## src/rtl/maxpool_window_sched.sv

```systemverilog
// maxpool_window_sched: reduces each WINDOW-beat FP32 window to its max
// using one comparator, a running-max register and a beat counter.
//
// Ports:
//   clk, rst          clock, synchronous active-high reset
//   i_valid, i_data   upstream beat; o_ready says a beat is accepted
//   o_valid, o_data   window maximum; i_ready is downstream acceptance
//
// Build option: define RELU_FUSE_EN to clamp negative results (and -0)
// to +0 on o_data; the running max itself is never altered.
module maxpool_window_sched #(
  parameter int DATA_WIDTH = 32,
  parameter int WINDOW     = 4
) (
  input  logic                  clk,
  input  logic                  rst,
  input  logic                  i_valid,
  input  logic [DATA_WIDTH-1:0] i_data,
  output logic                  o_ready,
  output logic                  o_valid,
  output logic [DATA_WIDTH-1:0] o_data,
  input  logic                  i_ready
);

  localparam int CW = $clog2(WINDOW);
  localparam logic [CW-1:0] LAST = CW'(WINDOW - 1);
  localparam int DW = DATA_WIDTH;

  typedef enum logic {
    ACCUM,
    DONE
  } state_t;

  state_t          state_q, state_d;
  logic [CW-1:0]   cnt_q, cnt_d;
  logic [DW-1:0]   max_q, max_d;
  logic            beat_gt;

  // Sign-magnitude a > b. +0 and -0 compare equal; NaN/Inf are
  // ordered purely by bit pattern.
  function automatic logic gt(
    input logic [DW-1:0] a,
    input logic [DW-1:0] b
  );
    logic [DW-2:0] ma;
    logic [DW-2:0] mb;
    ma = a[DW-2:0];
    mb = b[DW-2:0];
    if (ma == '0 && mb == '0)
      gt = 1'b0;
    else if (a[DW-1] != b[DW-1])
      gt = !a[DW-1];
    else if (!a[DW-1])
      gt = ma > mb;
    else
      gt = ma < mb;
  endfunction

  assign beat_gt = gt(i_data, max_q);

  always_comb begin
    state_d = state_q;
    cnt_d   = cnt_q;
    max_d   = max_q;
    o_ready = 1'b0;
    o_valid = 1'b0;
    unique case (state_q)
      ACCUM: begin
        o_ready = 1'b1;
        if (i_valid) begin
          // first beat loads, later beats keep the larger; ties keep old
          if (cnt_q == '0 || beat_gt)
            max_d = i_data;
          if (cnt_q == LAST) begin
            cnt_d   = '0;
            state_d = DONE;
          end else begin
            cnt_d = cnt_q + 1'b1;
          end
        end
      end
      DONE: begin
        o_valid = 1'b1;
        o_ready = i_ready;
        if (i_ready) begin
          state_d = ACCUM;
          // retire and start the next window in the same cycle
          if (i_valid) begin
            max_d = i_data;
            cnt_d = CW'(1);
          end
        end
      end
      default: state_d = ACCUM;
    endcase
  end

  always_ff @(posedge clk) begin
    if (rst) begin
      state_q <= ACCUM;
      cnt_q   <= '0;
      max_q   <= '0;
    end else begin
      state_q <= state_d;
      cnt_q   <= cnt_d;
      max_q   <= max_d;
    end
  end

`ifdef RELU_FUSE_EN
  assign o_data = max_q[DW-1] ? '0 : max_q;
`else
  assign o_data = max_q;
`endif

endmodule
```

## config.mk

```make
export PLATFORM = sky130hd
export DESIGN_NAME = maxpool_window_sched
export DESIGN_NICKNAME = d
export VERILOG_FILES = /design/src/rtl/maxpool_window_sched.sv
export SDC_FILE = /design/constraint.sdc
export NUM_CORES = 1
export LEC_CHECK = 0
export CORE_ASPECT_RATIO = 1.75
export CORE_UTILIZATION = 50
export CTS_BUF_LIST = sky130_fd_sc_hd__clkbuf_8
export DETAILED_ROUTE_END_ITERATION = 10
export MAX_ROUTING_LAYER = met4
export PLACE_DENSITY = 0.81
export SLEW_MARGIN = 20
export SYNTH_ARGS = -nofsm -noshare
export SYNTH_HDL_FRONTEND = slang
export SYNTH_SLANG_ARGS = --single-unit
```

## constraint.sdc

```tcl
create_clock -name clk -period 4 [get_ports clk]
set_input_delay 0.4 -clock clk [delete_from_list [all_inputs] [get_ports clk]]
set_output_delay 0.4 -clock clk [all_outputs]
set_load 0.05 [all_outputs]
```

; ---- After elaboration in Yosys (flattened, before gate mapping)
; Cells that the tools add are included.
[word_totals]
register_bits = 35
in_bits = 36
output_inout_bits = 34
[op_classes]
n_addsub = 1
order_cmp = 2
eq_ne = 6
muxes = 19
bitwise_logic = 1
n_reduce_logical = 8
[op_table]
columns = operator, count
row1 = $mux 32, 4
row2 = $pmux 32 s2, 1
row3 = $logic_not 31->1, 2
row4 = $gt 31x31->1, 1
row5 = $lt 31x31->1, 1
row6 = $mux 2, 4
row7 = $ne 2x2->1 const B, 4
row8 = $mux 1, 7
row9 = $pmux 1 s2, 2
row10 = $pmux 2 s2, 1
row11 = $reduce_and 4->1, 1
row12 = $reduce_and 3->1, 1
row13 = $add 2x1->2 const B, 1
row14 = $eq 2x2->1 const B, 1
row15 = $logic_not 2->1, 1
row16 = $logic_and 1x1->1, 1
row17 = $logic_not 1->1, 1
row18 = $logic_or 1x1->1, 1
row19 = $ne 1x1->1, 1
row20 = $not 1->1, 1

; ---- Logic depth before layout (Yosys ltp)
[depth]
ltp_word = 8
mapped_depth = 10

; ---- Worst setup path before layout
; No wires, ideal clock.
[synth_timing]
kind = flip-flop to flip-flop
start = reg max_q[2] (netlist: o_data[2])
end = reg max_q[0] (netlist: o_data[0])
t_arrival_ns = 2.476
t_required_ns = 3.928
path_slack_ns = 1.452
path_stages_with_launch = 11
path_buffers = 1
synth_period_minus_slack_ns = 2.548
cell_sequence = dfxtp_1 -> inv_1 -> ha_1 -> a21oi_1 -> a21oi_1 -> o31ai_2 -> o211a_1 -> o2111ai_1 -> a31oi_4 -> buf_8 -> mux2i_1
[synth_between]
elab_chain_cells = 7
word_cells_on_any_way = 10
cone_classes = order compare (2) / eq/ne (1) / mux (3) / reduce/logical (4)
[synth_lines]
columns = element, line
row1 = "start, declared", 36  ; logic [DW-1:0] max_q, max_d;
row2 = "start signal, assigned", 106  ; max_q <= max_d;
row3 = $gt 31x31->1 / $lt 31x31->1 (equally long branches), "54, 56"
row4 = $mux 1, 53  ; else if (!a[DW-1])
row5 = $mux 1, 51  ; else if (a[DW-1] != b[DW-1])
row6 = $mux 1 (*), 49  ; if (ma == '0 && mb == '0)
row7 = $logic_or 1x1->1 (*), 72  ; if (cnt_q == '0 || beat_gt)
row8 = $ne 2x2->1 (no source line) (*), -
row9 = $reduce_and 4->1 (no source line) (*), -
; Every way passes the cells marked *; elsewhere a longest branch is shown, timed or not.
; A chain may end at the register's enable or synchronous reset.

; ---- Worst setup path in the final report
[layout_timing]
start = in i_data[2]
end = reg max_q[16] (netlist: o_data[16])
[layout_between]
elab_chain_cells = 7
word_cells_on_any_way = 10
cone_classes = order compare (2) / eq/ne (1) / mux (3) / reduce/logical (4)
[layout_lines]
columns = element, line
row1 = "start, declared", 18  ; input logic [DATA_WIDTH-1:0] i_data,
row2 = $gt 31x31->1 / $lt 31x31->1 (equally long branches), "54, 56"
row3 = $mux 1, 53
row4 = $mux 1, 51
row5 = $mux 1 (*), 49
row6 = $logic_or 1x1->1 (*), 72
row7 = $ne 2x2->1 (no source line) (*), -
row8 = $reduce_and 4->1 (no source line) (*), -
; Marks and branches as above.

==> summary.md <==
| Metric | Value |
|---|---|
| First-pass GRT wire length | `between 9000 and 10000 um` |
| Relative slew margins | `approximately 45%` |
| Leakage power | `between 0.001 and 0.0015 uW` |
| Post-Route Skew | `roughly 0.0095 ns` |
| Fmax | `between 0.3 and 0.4 GHz` |
| Post-synth cell types | `28` |
| Largest net degree at the start of global routing | `between 60 and 70` |
| Worst vdd rail ir drop | `between 0.2 and 0.3 mV` |
| Commonest non-fill, non-tap cell in the layout | `clkdlybuf4s50_1` |
| Nature of the critical path startpoint | `primary input` |
| Core footprint | `4930 um2` |
| Post-DRT Antenna Nets | `0` |
| Worst Hold Class | `flop to flop` |
| Fin area | `around 3300 um2` |
| Share of cells above drive strength 1 | `3.28%` |
| # rows | `34` |
| Dominant register cell in the synthesized netlist | `dfxtp_1` |
| Max-slew violations | `0` |
| Placed cells | `between 400 and 500` |
| Total track usage | `23.4%` |
| Die area | `~5400 um2` |
| Synthesis-stage register bit count | `35` |
| Gpl congestion | `0.781` |
| Avg Cell Area, Syn | `8.62 um2` |
| Mapped Area | `between 2000 and 3000 um2` |
| Post-Syn Nets | `roughly 370` |
| Post-CTS Hold Fix Bufs | `0` |
| Die H | `96.6 um` |
| Setup bufs post-CTS | `0` |
| Fillers | `roughly 450` |
| Final WL | `between 6000 and 7000 um` |
| Seq/Total Area, Yosys | `a little over a quarter` |
| Initial DRC count | `74` |
| Worst Min Path Start | `o_data[31]` |
| CTS tree | `yes` |
| Vias per Instance | `~5.5` |
| Async set-reset flop share out of synthesis | `0%` |
| Synth area leaders | `dfxtp_1 (27%), ha_1 (16%), nand2b_1 (16%)` |
| Die width | `about 56 um` |
| PortBufs | `69` |
| EDFF count, synth | `0` |
| Syn. warnings | `0` |
| Cells after Synth | `a little under 300` |
| Worst-path maximum fanout | `17` |
| Setup TNS | `0 ns` |
| Critical-path top delay cell | `clkdlybuf4s50_1` |
| Grt ovf | `0` |
| Hold Vio Cnt, Final | `0` |
| Worst r2r src | `o_data[4]` |
| Vias | `~2300` |
| Ports | `70` |
| Synth area leader | `dfxtp_1` |
| Pwr/cell area | `approximately 340 nW/um2` |
| R2r setup slk | `1.58 ns` |
| Yosys top cell area share | `between 20% and 30%` |
| Cell mode on critical path | `a21oi_1` |
| Clock edge transition at the registers on the reported setup and hold paths | `about 0.070 ns` |
| Vias in the first global route | `roughly 2300` |
| RSZ-0062 raised after global routing | `no` |
| Worst Setup SP | `i_data[2]` |
| Critical Path AT | `~2.8 ns` |
| Outcome | `complete, no violations` |
| Min Tclk post-route | `~2.6 ns` |
| Most frequent cells in the layout | `clkdlybuf4s50_1 (68), nand2b_1 (65), inv_1 (37)` |
| CTS Buf Count | `5` |
| Setup-failing EPs final | `0` |
| Clock sinks | `35` |
| Clock Path Buffers | `2` |
| Tcrit/Tclk final | `~65%` |
| Setup CP Type | `primary input to flop` |
| Initial Util | `between 50 and 60%` |
| Non-Filler Instances | `420` |
| Worst Tran Pin Value | `approximately 0.83 ns` |
| Post-CTS Resized | `0` |
| H-tree depth | `2` |
| Area Overhead vs Synth | `30.4%` |
| Worst Path Required | `4.22 ns` |
| Net count, final | `434` |
| Drt first pass iters | `6` |
| Root Buffer | `clkbuf_8` |
| Element type at the critical path end | `flop` |
| Hold Slack | `approximately 0.5 ns` |
| Drc violations | `0` |
| Slowest stage delay, CP | `approximately 0.46 ns` |
| Routed wire per std cell | `around 14 um` |
| Max Cap Viol | `0` |
| HPWL after DPL | `roughly 4700 um` |
| Worst-Skew Late Latency | `between 0.2 and 0.3 ns` |
| Diode count | `0` |
| Crit path cell chain | `clkdlybuf4s50_1 -> ha_1 -> a21oi_1 -> a21oi_1 -> o31ai_2 -> o211a_1 -> o2111ai_1 -> a31oi_4 -> buf_4 -> mux2i_1` |
| Placed cell areas | `3260 um2` |
| Initial antenna violation count | `0` |
## kinds of logic after synthesis
kind of cell / synth area share (%)
flip-flops: 27.4
AO/OA/AOI/OAI: 8.61
multiplexers: 12.5
buffers and inverters: 7.92
AND/OR/NAND/NOR: 27.4
adder cells (fa/ha/maj): 16.1
## cell usage after synthesis, types with 2 or more instances
| cell | n |
|---|---|
| nand2b_1 | 65 |
| dfxtp_1 | 35 |
| inv_1 | 35 |
| ha_1 | 33 |
| mux2i_1 | 32 |
| nor4_1 | 18 |
| a21oi_1 | 14 |
| nand4_1 | 12 |
| nand2_1 | 11 |
| nor2_1 | 10 |
| clkbuf_1 | 7 |
| a211oi_1 | 3 |
| buf_8 | 3 |
| o21ai_0 | 3 |
| a2bb2oi_1 | 2 |
| nand3_1 | 2 |
## worst max-delay path, delay by kind of cell
kind | cells | cell delay [ns]
AO/OA/AOI/OAI | 6 | 1.05
buffers and inverters | 2 | 0.79
adder cells (fa/ha/maj) | 1 | 0.35
multiplexers | 1 | 0.23
## routing by layer
| layer | vias to the layer above | global-route usage (%) | share of wire, % |
|---|---|---|---|
| met2 | 50 | 42.9 | 56 |
| met1 | 1075 | 24.5 | 39 |
| met5 | - | - | 0 |
| met4 | 0 | 9.76 | 3.1 |
| met3 | 16 | 2.81 | 2.9 |
| li1 | 1168 | - | - |
## flip-flops by register name, indices dropped and copies added (netlist names)
signal   cells
o_data      32
state_q      1
cnt_q        2
## final cells by class
type | instances | area (um2) | share of cell area (%)
inverters | 35 | 131 | 3.94
clock buffers | 5 | 68.8 | 2.06
multi-input cells | 217 | 1660 | 49.6
well taps | 54 | 67.6 | 2.02
clock inverters | 3 | 12.5 | 0.375
flip-flops and latches | 35 | 701 | 21.0
repair buffers | 71 | 701 | 21.0
## through the flow
stage	power (uW)	utilization (%)	worst slack [ns]
floorplan	753	-	1.45
global placement	894	66.0	1.16
detailed placement	904	66.0	1.11
CTS	1150	67.6	1.40
global route	1200	67.6	1.23
finish	1140	67.6	1.40
## worst paths after layout
| kind | endpoint | depth (start not counted) |
|---|---|---|
| min reg2reg | o_data[31] | 2 |
| max | o_data[16] | 10 |
| min | o_data[31] | 2 |
| max reg2reg | o_data[16] | 10 |
## report_power, final
group | switching, uW | internal, uW
combinational | 275 | 199
sequential | 38.5 | 385
clock | 127 | 117
total | 440 | 701
Note: power is estimated with default switching activity, not from simulation.
